`src/rtl/multicycle_control.sv`:
```
// ============================================================================
// Module   : multicycle_control
// Purpose  : Moore control FSM for the 16-bit simplified MIPS multicycle
//            datapath. Sequences fetch/decode/execute/memory/writeback,
//            drives ALU op and datapath strobes, counts retired
//            instructions and flags illegal opcodes.
// Revision : 1.0 - initial release
// ============================================================================
`default_nettype none

module multicycle_control #(
    parameter int CNT_W = 16
) (
    input  logic             clk,
    input  logic             rst,
    input  logic [3:0]       opcode,
    input  logic             zero,
    input  logic             mem_ready,
    output logic             pc_write,
    output logic             ir_write,
    output logic             mem_read,
    output logic             mem_write,
    output logic             iord,
    output logic             reg_write,
    output logic             reg_dst,
    output logic             mem_to_reg,
    output logic             alu_src_a,
    output logic [1:0]       alu_src_b,
    output logic [3:0]       alu_control,
    output logic [1:0]       pc_source,
    output logic [3:0]       state,
    output logic             illegal,
    output logic [CNT_W-1:0] retired
);

    typedef enum logic [3:0] {
        S_FETCH  = 4'd0,
        S_DECODE = 4'd1,
        S_EXEC_R = 4'd2,
        S_EXEC_I = 4'd3,
        S_ADDR   = 4'd4,
        S_MEM_RD = 4'd5,
        S_MEM_WR = 4'd6,
        S_WB_MEM = 4'd7,
        S_WB_ALU = 4'd8,
        S_BRANCH = 4'd9,
        S_JUMP   = 4'd10
    } state_t;

    localparam logic [3:0] C_ALU_AND  = 4'b0000;
    localparam logic [3:0] C_ALU_OR   = 4'b0001;
    localparam logic [3:0] C_ALU_ADD  = 4'b0010;
    localparam logic [3:0] C_ALU_SUB  = 4'b0110;
    localparam logic [3:0] C_ALU_SLT  = 4'b0111;
    localparam logic [3:0] C_ALU_NOR  = 4'b1100;
    localparam logic [3:0] C_ALU_NAND = 4'b1101;

    localparam logic [3:0] C_OP_ADDI = 4'h7;
    localparam logic [3:0] C_OP_LW   = 4'h8;
    localparam logic [3:0] C_OP_SW   = 4'h9;
    localparam logic [3:0] C_OP_BEQ  = 4'hA;
    localparam logic [3:0] C_OP_BNE  = 4'hB;
    localparam logic [3:0] C_OP_J    = 4'hC;

    state_t           state_q, state_d;
    logic             illegal_q, illegal_d;
    logic [CNT_W-1:0] retired_q, retired_d;
    logic             w_retire;

    // State, sticky illegal flag and retired counter registers
    always_ff @(posedge clk) begin
        if (rst) begin
            state_q   <= S_FETCH;
            illegal_q <= 1'b0;
            retired_q <= '0;
        end else begin
            state_q   <= state_d;
            illegal_q <= illegal_d;
            retired_q <= retired_d;
        end
    end

    // Next-state selection; w_retire marks the edge leaving a retiring state
    always_comb begin
        state_d   = state_q;
        illegal_d = illegal_q;
        w_retire  = 1'b0;
        case (state_q)
            S_FETCH: begin
                if (mem_ready) state_d = S_DECODE;
            end
            S_DECODE: begin
                if (opcode <= 4'h6) begin
                    state_d = S_EXEC_R;
                end else begin
                    case (opcode)
                        C_OP_ADDI:         state_d = S_EXEC_I;
                        C_OP_LW, C_OP_SW:  state_d = S_ADDR;
                        C_OP_BEQ, C_OP_BNE: state_d = S_BRANCH;
                        C_OP_J:            state_d = S_JUMP;
                        default: begin
                            // Unused opcodes abandon the instruction unretired
                            state_d   = S_FETCH;
                            illegal_d = 1'b1;
                        end
                    endcase
                end
            end
            S_EXEC_R: state_d = S_WB_ALU;
            S_EXEC_I: state_d = S_WB_ALU;
            S_ADDR: begin
                state_d = (opcode == C_OP_SW) ? S_MEM_WR : S_MEM_RD;
            end
            S_MEM_RD: begin
                if (mem_ready) state_d = S_WB_MEM;
            end
            S_MEM_WR: begin
                if (mem_ready) begin
                    state_d  = S_FETCH;
                    w_retire = 1'b1;
                end
            end
            S_WB_MEM, S_WB_ALU, S_BRANCH, S_JUMP: begin
                state_d  = S_FETCH;
                w_retire = 1'b1;
            end
            default: state_d = S_FETCH;
        endcase
        retired_d = w_retire ? (retired_q + CNT_W'(1)) : retired_q;
    end

    // Moore datapath strobes; everything is held at zero while rst is high
    always_comb begin
        pc_write    = 1'b0;
        ir_write    = 1'b0;
        mem_read    = 1'b0;
        mem_write   = 1'b0;
        iord        = 1'b0;
        reg_write   = 1'b0;
        reg_dst     = 1'b0;
        mem_to_reg  = 1'b0;
        alu_src_a   = 1'b0;
        alu_src_b   = 2'b00;
        alu_control = C_ALU_ADD;
        pc_source   = 2'b00;
        case (state_q)
            S_FETCH: begin
                mem_read  = 1'b1;
                alu_src_b = 2'b01;
                ir_write  = mem_ready;
                pc_write  = mem_ready;
            end
            S_DECODE: begin
                alu_src_b = 2'b11;
            end
            S_EXEC_R: begin
                alu_src_a = 1'b1;
                alu_src_b = 2'b00;
                case (opcode)
                    4'h0:    alu_control = C_ALU_ADD;
                    4'h1:    alu_control = C_ALU_SUB;
                    4'h2:    alu_control = C_ALU_AND;
                    4'h3:    alu_control = C_ALU_OR;
                    4'h4:    alu_control = C_ALU_NOR;
                    4'h5:    alu_control = C_ALU_NAND;
                    4'h6:    alu_control = C_ALU_SLT;
                    default: alu_control = C_ALU_ADD;
                endcase
            end
            S_EXEC_I, S_ADDR: begin
                alu_src_a = 1'b1;
                alu_src_b = 2'b10;
            end
            S_MEM_RD: begin
                mem_read = 1'b1;
                iord     = 1'b1;
            end
            S_MEM_WR: begin
                mem_write = 1'b1;
                iord      = 1'b1;
            end
            S_WB_MEM: begin
                reg_write  = 1'b1;
                mem_to_reg = 1'b1;
            end
            S_WB_ALU: begin
                reg_write = 1'b1;
                reg_dst   = (opcode <= 4'h6);
            end
            S_BRANCH: begin
                alu_src_a   = 1'b1;
                alu_control = C_ALU_SUB;
                pc_source   = 2'b01;
                pc_write    = ((opcode == C_OP_BEQ) &&  zero) ||
                              ((opcode == C_OP_BNE) && !zero);
            end
            S_JUMP: begin
                pc_source = 2'b10;
                pc_write  = 1'b1;
            end
            default: ;
        endcase
        if (rst) begin
            pc_write    = 1'b0;
            ir_write    = 1'b0;
            mem_read    = 1'b0;
            mem_write   = 1'b0;
            iord        = 1'b0;
            reg_write   = 1'b0;
            reg_dst     = 1'b0;
            mem_to_reg  = 1'b0;
            alu_src_a   = 1'b0;
            alu_src_b   = 2'b00;
            alu_control = 4'b0000;
            pc_source   = 2'b00;
        end
    end

    // Debug outputs read as zero during reset like every other output
    always_comb begin
        state   = rst ? 4'd0 : state_q;
        illegal = illegal_q & ~rst;
        retired = rst ? '0 : retired_q;
    end

endmodule

`default_nettype wire
```
`config.mk`:
```
export PLATFORM = sky130hd
export DESIGN_NAME = multicycle_control
export DESIGN_NICKNAME = d
export VERILOG_FILES = /design/src/rtl/multicycle_control.sv
export SDC_FILE = /design/constraint.sdc
export NUM_CORES = 1
export LEC_CHECK = 0
export CAP_MARGIN = 20
export CORE_UTILIZATION = 47
export DETAILED_ROUTE_END_ITERATION = 10
export PLACE_DENSITY = 0.89
export SETUP_SLACK_MARGIN = 0.5
export SLEW_MARGIN = 5
export SYNTH_ARGS = -nofsm -noshare
export SYNTH_HDL_FRONTEND = slang
export SYNTH_SLANG_ARGS = --single-unit
```
`constraint.sdc`:
```
create_clock -name clk -period 2.2 [get_ports clk]
set_clock_uncertainty 0.1 [all_clocks]
set_input_delay 0.44 -clock clk [delete_from_list [all_inputs] [get_ports clk]]
set_output_delay 0.44 -clock clk [all_outputs]
set_load 0.01 [all_outputs]
```
==> summary.md <==
| Metric | Value |
|---|---|
| Mapped Avg Cell Area | 7.46 µm² |
| Syn nets | 226 |
| Compound-cell area share of the yosys netlist | 14.9% |
| Layout cells sized above 1 | 56.2% |
| Post-synthesis register bit count | 21 |
| Worst Path Max Fanout | 12 |
| MaxCap Viol Count | 0 |
| Fillers | 78 |
| Req. time, crit path | 1660 ps |
| Layout area overhead | 86.7% |
| First-pass GRT wire length | 11300 µm |
| Maximum VDD drop | 357 µV |
| Mapped Cells | 217 |
| Port bufs | 45 |
| WP data arrival | 1810 ps |
| Largest net degree at the start of global routing | 15 |
| Post-route setup TNS | -472 ps |
| Die Area | 3680 µm² |
| Die Y | 60.7 µm |
| Total CTS buffers | 3 |
| Pwr Total | 1.47 mW |
| Core ar. | 3150 µm² |
| Grt ovf | 0 |
| EDFF count, synth | 0 |
| Seq/Total Area, Yosys | 26.0% |
| Mapped Area | 1620 µm² |
| Vias per cell | 7.29 |
| Number of placement rows | 20 |
| Async S/R FF share, synth | 0% |
| Storage cell area | 435 µm² |
| Outcome | complete, but fails checks |
| Number of global-route vias before repair | 2216 |
| Fin nets | 323 |
| Die X | 60.7 µm |
| Fmax | 425 MHz |
| Leak | 1.29 nW |
| Final setup viols | 6 |
| Post-synthesis mux area share | 7.42% |
| Final WS setup | -153 ps |
| DRT Wirelength | 10300 µm |
| Pins over their slew limit | 0 |
| Post-Synth XOR/XNOR Area | 2.71% |
| Number of diodes | 0 |
| First-iteration detailed-routing DRC count | 386 |
| Ports | 46 |
| Synth area leader | dfxtp_1 |
| CTS clk-pin slew, worst paths | 140 ps |
| Fin. Hold Viols | 0 |
| Clk_lat worst skew | 370 ps |
| Via count | 2602 |
| Clock Sinks | 21 |
| GPL Wtd Cong | 0.881 |
| Ys flop type | dfxtp_1 |
| Fin crit period | 2350 ps |
| Initial Util | 51.3% |
| Simple-Gate Fraction of Synth Area | 41.1% |
| Worst-margin pin slew | 1090 ps |
| Top cells by area, synth | dfxtp_1 (26%), nor2b_1 (8.1%), nor2_1 (6.3%) |
| Yosys cell types | 48 |
| DRC violations left | 0 |
| Post-synth top cells | nor2_1 (27), dfxtp_1 (21), nor2b_1 (21), nand2_1 (15), a21oi_1 (14) |
| All-Layer GR Usage | 43.2% |
| CTS tree | done |
| Post-synth top area share | 26.0% |
| Router iterations before antenna repair | 8 |
| Post-DRT Antenna Nets | 0 |
| Slew HR | 25.8% |
| Largest family of logic cells by synthesized area | simple AND/OR/NAND/NOR gates |
| Pwr dens | 486 nW/µm² |
| Critical Path Sink Type | output port |
| Failing checks | setup timing |
| Most frequent cell after synthesis | nor2_1 |
| Critical path class | reg2out |
| Clk root buf | clkbuf_4 |
| Multi-input gate area | 1410 µm² |
| RSZ-0062 raised after global routing | yes |
| Startpoint types | register |
| Placed Instance Area | 2320 µm² |
| H-tree levels | 1 |
| CTS Buffer Depth | 2 |
| Initial antenna violation count | 0 |
| Final period util | 107% |
| R2R Setup Slk | -20 ps |
| Synth Warn # | 0 |
| Hold Crit Class | reg2reg |
| Final instance area | 3020 µm² |
| Detailed Place HPWL | 3260 µm |
| Post-Synth Adder-Cell Area | 0.773% |
| Routed WL per cell | 28.8 µm |
-- report_power, final --
group / leakage (nW) / total, mW / internal (mW) / switching, mW
sequential: 0.172 / 0.434 / 0.401 / 0.0322
clock: 0.0177 / 0.230 / 0.0687 / 0.161
combinational: 1.10 / 0.805 / 0.350 / 0.455
total: 1.29 / 1.47 / 0.820 / 0.649
-- final cells by class --
type / count / share of cell area, %
clock inverters: 1 / 0.166
repair buffers: 108 / 35.4
flip-flops and latches: 21 / 14.4
clock buffers: 3 / 0.746
multi-input cells: 175 / 46.6
inverters: 5 / 0.870
well taps: 44 / 1.82
-- flip-flops by register name, summed over array words and instances, names as in the netlist --
name       count
retired_q     16
state_q        4
illegal_q      1
-- final timing paths --
path | from | endpoint | cells after the start
max | state_q[2]$_SDFFE_PP0P_ | alu_src_b[1] | 5
min reg2reg | illegal_q$_SDFFE_PP0P_ | illegal_q$_SDFFE_PP0P_ | 2
min | illegal_q$_SDFFE_PP0P_ | illegal_q$_SDFFE_PP0P_ | 2
max reg2reg | state_q[2]$_SDFFE_PP0P_ | state_q[0]$_SDFFE_PP0P_ | 5
-- metrics by stage --
stage               worst slack [ps]  hold slack [ps]  cells  utilization, %
floorplan                        411              329    217               -
global placement                -432              351    321            73.7
detailed placement              -443              375    321            73.7
CTS                             80.0              404    351            88.9
global route                    -175              475    357            95.8
finish                          -153              468    357            95.8
-- what timing repair did --
item / CTS / global route
buffers inserted: 22 / 5
hold buffers: 0 / 0
gates cloned: 4 / 1
pin swaps: 13 / 5
resized for setup: 237 / 44
endpoints found under the setup margin: 55 / 58
-- cell families (layout without fill, tap and decap cells) --
kind of cell,Yosys count,count (layout)
xor+xnor,5,5
fa+ha+maj,1,1
compound gates,38,40
simple gates,118,118
buf+inv,23,117
flops,21,21
mux,11,11
-- worst max-delay path: stages (launching register included) --
cell and delay [ps]:
dfxtp_4 410, buf_6 170, nor2b_1 220, a21oi_1 140
nor3_2 210, clkdlybuf4s15_2 290
-- metal layers --
metal	GRT usage [%]	part of all wire (%)
met5	0	0
met4	30.2	12
met1	51.2	32
met2	69.7	43
met3	9.38	14
-- placed cells by master (no fill, tap or decap), types with 3 or more instances in the layout --
| master | Yosys | layout |
|---|---|---|
| buf_4 | 2 | 36 |
| buf_6 | 2 | 35 |
| nor2_1 | 27 | 21 |
| dfxtp_1 | 21 | 17 |
| buf_2 | 4 | 17 |
| nor2b_4 | 0 | 14 |
| nand2_1 | 15 | 12 |
| a21oi_1 | 14 | 11 |
| nor3_2 | 0 | 9 |
| o21ai_0 | 10 | 9 |
| nor2b_1 | 21 | 7 |
| nand3_1 | 7 | 7 |
| mux2_2 | 6 | 6 |
| clkdlybuf4s15_2 | 0 | 6 |
| and3_1 | 5 | 5 |
| buf_12 | 0 | 4 |
| dfxtp_4 | 0 | 4 |
| nor4_4 | 1 | 3 |
| inv_1 | 5 | 3 |
| nand2b_1 | 5 | 3 |
| nor2_2 | 0 | 3 |
| a21oi_2 | 0 | 3 |
| mux2i_1 | 3 | 3 |
| nor2_4 | 0 | 3 |
| and2b_1 | 3 | 3 |
| xnor2_1 | 4 | 3 |
| nand4_1 | 3 | 3 |
| o21a_1 | 3 | 3 |
| or3_1 | 3 | 3 |
| clkbuf_4 | 0 | 3 |
| buf_8 | 0 | 3 |
Note: power is estimated with default switching activity, not from simulation.
